## config.mk

```make
export PLATFORM = sky130hd
export DESIGN_NAME = cs_product_accumulator_flat
export DESIGN_NICKNAME = d
export VERILOG_FILES = /design/src/rtl/cs_product_accumulator_if.sv /design/src/rtl/cs_product_accumulator.sv /design/src/flat_wrapper.sv
export SDC_FILE = /design/constraint.sdc
export NUM_CORES = 1
export LEC_CHECK = 0
export BUFFER_PORTS_ARGS = -buffer_cell sky130_fd_sc_hd__buf_2
export CORE_UTILIZATION = 54
export DETAILED_ROUTE_END_ITERATION = 10
export GPL_ROUTABILITY_DRIVEN = 0
export PLACE_DENSITY_LB_ADDON = 0.3
export REMOVE_ABC_BUFFERS = 1
export SLEW_MARGIN = 0
export SYNTH_ARGS = -nofsm -noshare
export SYNTH_HDL_FRONTEND = slang
export SYNTH_SLANG_ARGS = --single-unit
```

## constraint.sdc

```tcl
create_clock -name clk -period 2.7 [get_ports clk]
set_clock_uncertainty 0.05 [all_clocks]
set_input_delay 0.135 -clock clk [delete_from_list [all_inputs] [get_ports clk]]
set_output_delay 0.135 -clock clk [all_outputs]
set_load 0.05 [all_outputs]
```

## src/rtl/cs_product_accumulator_if.sv

```systemverilog
// Handshake bundle between the multiplier side and the product accumulator.
// The master modport drives products and result-ready; the slave (the accumulator) drives the rest.
interface cs_product_accumulator_if #(
  parameter int PROD_W = 9,
  parameter int ACC_W  = 11,
  parameter int CNT_W  = 3
);
  logic              in_valid;
  logic              in_ready;
  logic [PROD_W-1:0] in_product;
  logic              out_valid;
  logic              out_ready;
  logic [ACC_W-1:0]  out_sum;
  logic              out_overflow;
  logic [CNT_W-1:0]  beat_cnt;

  modport master (
    output in_valid,
    output in_product,
    output out_ready,
    input  in_ready,
    input  out_valid,
    input  out_sum,
    input  out_overflow,
    input  beat_cnt
  );

  modport slave (
    input  in_valid,
    input  in_product,
    input  out_ready,
    output in_ready,
    output out_valid,
    output out_sum,
    output out_overflow,
    output beat_cnt
  );
endinterface

```

## src/rtl/cs_product_accumulator.sv

```systemverilog
// Sums COUNT products per frame; result valid 1 cycle after the last accept, held until taken.
// Input is stalled (in_ready=0) while a result waits; out_sum/out_overflow stay stable meanwhile.
module cs_product_accumulator #(
  parameter int PROD_W = 9,
  parameter int COUNT  = 4,
  parameter int ACC_W  = 11,
  parameter int CNT_W  = 3
) (
  input  logic                    clk,
  input  logic                    rst,
  input  logic                    clr,
  cs_product_accumulator_if.slave bus
);

  typedef enum logic {
    ACCUM = 1'b0,
    DONE  = 1'b1
  } state_t;

  state_t             state_q, state_d;
  logic [ACC_W-1:0]   acc_q, acc_d;
  logic               ovf_q, ovf_d;
  logic [CNT_W-1:0]   beat_q, beat_d;
  logic [ACC_W-1:0]   out_sum_q, out_sum_d;
  logic               out_ovf_q, out_ovf_d;

  logic               accept;
  logic               fire;
  logic               last_beat;
  logic [ACC_W:0]     sum_ext;

  assign bus.in_ready     = (state_q == ACCUM) & ~rst;
  assign bus.out_valid    = (state_q == DONE);
  assign bus.out_sum      = out_sum_q;
  assign bus.out_overflow = out_ovf_q;
  assign bus.beat_cnt     = beat_q;

  assign accept    = bus.in_valid & bus.in_ready;
  assign fire      = bus.out_valid & bus.out_ready;
  assign last_beat = (beat_q == CNT_W'(COUNT - 1));
  // Carry out of the extra top bit is what feeds the sticky overflow flag.
  assign sum_ext   = {1'b0, acc_q} + (ACC_W + 1)'(bus.in_product);

  always_comb begin
    state_d   = state_q;
    acc_d     = acc_q;
    ovf_d     = ovf_q;
    beat_d    = beat_q;
    out_sum_d = out_sum_q;
    out_ovf_d = out_ovf_q;

    case (state_q)
      ACCUM: begin
        if (accept) begin
          acc_d  = sum_ext[ACC_W-1:0];
          ovf_d  = ovf_q | sum_ext[ACC_W];
          beat_d = beat_q + CNT_W'(1);
          if (last_beat) begin
            state_d   = DONE;
            out_sum_d = sum_ext[ACC_W-1:0];
            out_ovf_d = ovf_q | sum_ext[ACC_W];
          end
        end
      end
      DONE: begin
        if (fire) begin
          state_d = ACCUM;
          acc_d   = '0;
          ovf_d   = 1'b0;
          beat_d  = '0;
        end
      end
      default: state_d = ACCUM;
    endcase

    // Abort wins over any accept or fire in the same cycle; the last published result is kept.
    if (clr) begin
      state_d = ACCUM;
      acc_d   = '0;
      ovf_d   = 1'b0;
      beat_d  = '0;
    end
  end

  always_ff @(posedge clk) begin
    if (rst) begin
      state_q   <= ACCUM;
      acc_q     <= '0;
      ovf_q     <= 1'b0;
      beat_q    <= '0;
      out_sum_q <= '0;
      out_ovf_q <= 1'b0;
    end else begin
      state_q   <= state_d;
      acc_q     <= acc_d;
      ovf_q     <= ovf_d;
      beat_q    <= beat_d;
      out_sum_q <= out_sum_d;
      out_ovf_q <= out_ovf_d;
    end
  end

endmodule

```

## src/flat_wrapper.sv

```systemverilog
// flat-port wrapper written by rule: the top's interface ports become plain ports
module cs_product_accumulator_flat 
#(
  parameter int PROD_W = 9,
  parameter int COUNT  = 4,
  parameter int ACC_W  = 11,
  parameter int CNT_W  = 3
)
  (clk, rst, clr, bus_in_valid, bus_in_product, bus_out_ready, bus_in_ready, bus_out_valid, bus_out_sum, bus_out_overflow, bus_beat_cnt);
  cs_product_accumulator_if #(.PROD_W(PROD_W), .ACC_W(ACC_W), .CNT_W(CNT_W)) bus_i ();
  input  logic clk;
  input  logic rst;
  input  logic clr;
  input wire logic [$bits(bus_i.in_valid)-1:0] bus_in_valid;
  input wire logic [$bits(bus_i.in_product)-1:0] bus_in_product;
  input wire logic [$bits(bus_i.out_ready)-1:0] bus_out_ready;
  output wire logic [$bits(bus_i.in_ready)-1:0] bus_in_ready;
  output wire logic [$bits(bus_i.out_valid)-1:0] bus_out_valid;
  output wire logic [$bits(bus_i.out_sum)-1:0] bus_out_sum;
  output wire logic [$bits(bus_i.out_overflow)-1:0] bus_out_overflow;
  output wire logic [$bits(bus_i.beat_cnt)-1:0] bus_beat_cnt;
  assign bus_i.in_valid = bus_in_valid;
  assign bus_i.in_product = bus_in_product;
  assign bus_i.out_ready = bus_out_ready;
  assign bus_in_ready = bus_i.in_ready;
  assign bus_out_valid = bus_i.out_valid;
  assign bus_out_sum = bus_i.out_sum;
  assign bus_out_overflow = bus_i.out_overflow;
  assign bus_beat_cnt = bus_i.beat_cnt;
  cs_product_accumulator #(.PROD_W(PROD_W), .COUNT(COUNT), .ACC_W(ACC_W), .CNT_W(CNT_W)) u_core (.clk(clk), .rst(rst), .clr(clr), .bus(bus_i));
endmodule
```

==> metrics.csv <==
metric,value,unit
status,completed,
met2 wire len,1929,um
drt total wl,3769,um
Post-Route M1 WL,1603,um
Synth area leaders,"dfxtp_1, ha_1, a21oi_1, nand2_1, nand3_1",
Total GRT Usage,0.2623,
register area share after synthesis,0.3628,
Critical Path AT,2.27,ns
H-tree levels,1,
Post-Syn Area,0.001545,sq mm
CTS Buffer Depth,2,
post-cts resize count,0,
DR pass1 iterations,4,
Max Freq,0.4824,GHz
Sink Count,28,
pin count of the biggest net entering global routing,17,
Adder-Cell Fraction of Synth Area,0.1020,
Yosys warning total,0,
Worst VDD drop,0.3021,mV
Synth async-reset ratio,0,
"Max FO, Critical Path",6,
clk slew on worst S/H paths,0.16,ns
Yosys cell types,46,
Post-synth EDFFs,0,
Iter 0 DRT Violations,46,
setup_tns,0,ns
post-synth top area share,0.3628,
Die X,55.50,um
die area,0.003080,sq mm
IO Count,31,
antenna-violating nets left,0,
Post-Synth Simple-Gate Area,0.2097,
setup slack at placement,0.6558,ns
slew at the pin with the worst max-slew slack,0.8204,ns
final net count,235,
final setup fails,0,
hpwl dp,2879,um
post-synthesis xor/xnor area fraction,0.01700,
total power,0.8088,mW
Worst Path Required,2.90,ns
Vias,1504,
Seq cells post-synth,28,
Tmin final,2.073,ns
CTS tree,yes,
mux contribution to synthesized area,0.006478,
Core ar.,0.002734,sq mm
initial antenna violation count,0,
Starting Density,0.5652,
CTS buffer count,3,
sequential share of power,0.523,
combinational cell fraction of total power,0.133,
first-pass GRT wire length,6451,um
Final Hold Viols,0,
Area growth syn-to-layout,14.25,%
share of layout cells above drive strength 1,0.1875,
Die H,55.50,um
"Primary FF master, synth",dfxtp_1,
Root Driver,clkbuf_4,
Hold WC Path Type,input port to flip-flop,
Met3 Wirelength,175,um
num rows,19,
Yosys top cell by area,dfxtp_1,
PwrDens,458.1,mW/mm^2
Clock power frac,0.344,
clk_lat worst skew,0.33,ns
Switching Share,0.2469,
number of global-route vias before repair,1455,
Routed WL per cell,15.77,um
crit start category,flip-flop,
largest family of logic cells by synthesized area,compound AO/OA/AOI/OAI gates,
max_cap viols,0,
relative slew slack,0.4516,
Tcrit/Tclk final,0.7677,
post-synthesis compound-gate area fraction,0.2713,
Diodes inserted,0,
final worst slack,0.6272,ns
Mapped Avg Cell Area,8.633,sq um
highest routed layer,met4,
Syn Inst Count,179,
IO Port Bufs,30,
Overflow after GRT,0,
RSZ-0062 raised after global routing,no,
DRC,0,
kind of critical path,flip-flop to flip-flop,
Post-CTS Repair Setup Buffers,0,
total net switching power,0.1997,mW
P_leak,0.7703,nW
DR vias/cell,6.293,
Crit. End Element,flip-flop,
CTS Hold Bufs,0,
Final Max Slew Viols,0,
Power Internal,0.6091,mW
-- stage by stage --
step           std cells  hold WS (ns)    util  area [sq um]
3_5_place_dp         235        0.3837  0.6265          1713
2_1_floorplan        172        0.1541       -          1509
6_report             239       0.01485  0.6458          1765
3_3_place_gp         235        0.3618  0.6265          1713
4_1_cts              239       0.01777  0.6458          1765
5_1_grt              239       0.02345  0.6458          1765
-- worst max-delay path: stages, from the launching register on --
cell      delay (ns)
dfxtp_1         0.34
ha_1            0.22
fa_1            0.42
nand3_1         0.19
a211oi_1        0.12
or3_1           0.38
a32o_1          0.27
-- path summary, 6_finish.rpt --
kind,from,end,slack [ns],cells after the start
worst min register to register,u_core.bus.out_sum[0],u_core.bus.out_sum[0],0.42,2
worst max register to register,u_core.acc_q[0],u_core.acc_q[8],0.63,6
worst max-delay path,u_core.acc_q[0],u_core.acc_q[8],0.63,6
worst min-delay path,bus_out_ready,u_core.bus.out_valid,0.01,3
-- area by class of cell --
type                       count  area (sq um)
tap                           31         38.79
timing repair buffer          32         165.2
fill                         235         968.4
multi-input combinational    141         937.1
clock buffer                   3         22.52
sequential                    28         560.5
clock inverter                 1         30.03
inverter                       3         11.26
-- placed cells by master (no fill, tap or decap), types with 4 or more instances in the layout --
cell type and instances:
a21o_1 4, nor2_1 8, buf_2 30, dfxtp_1 28, nand3_1 13, or3_1 4, o21ai_0 4, o31ai_1 4
a21oi_1 19, a211o_1 4, nand2_1 21, and3_1 5, a211oi_1 4, ha_1 11
-- synthesized netlist by cell type, types with 4 or more instances --
| cell type | count |
|---|---|
| ha_1 | 11 |
| and3_1 | 5 |
| clkbuf_1 | 4 |
| or3_1 | 4 |
| o21ai_0 | 4 |
| nand3_1 | 13 |
| o31ai_1 | 4 |
| nor2_1 | 8 |
| a21o_1 | 4 |
| nand2_1 | 21 |
| dfxtp_1 | 28 |
| a21oi_1 | 19 |
| a211oi_1 | 4 |
| a211o_1 | 4 |
-- kinds of logic after synthesis --
group | Yosys count
adder cells (fa/ha/maj) | 12
buffers and inverters | 10
AND/OR/NAND/NOR | 63
XOR/XNOR | 3
multiplexers | 1
AO/OA/AOI/OAI | 62
flip-flops | 28
-- metal layers --
metal | vias up | global-route usage
met4 | 0 | 0.1179
met2 | 52 | 0.4475
met5 | - | 0
li1 | 735 | -
met1 | 708 | 0.3314
met3 | 9 | 0.03044
-- flip-flops by register name, indices dropped and copies added, names as in the netlist --
| register | flops |
|---|---|
| u_core.bus.beat_cnt | 3 |
| u_core.ovf_q | 1 |
| u_core.bus.out_overflow | 1 |
| u_core.bus.out_sum | 11 |
| u_core.bus.out_valid | 1 |
| u_core.acc_q | 11 |
-- power by group through the flow --
stage	Clock, mW	Combinational, mW	Sequential [mW]
CTS	0.282	0.107	0.423
finish	0.278	0.107	0.423
global route	0.301	0.119	0.424
detailed placement	0	0.106	0.432
global placement	0	0.101	0.431
floorplan	0	0.0702	0.433
Note: power is estimated with default switching activity, not from simulation.
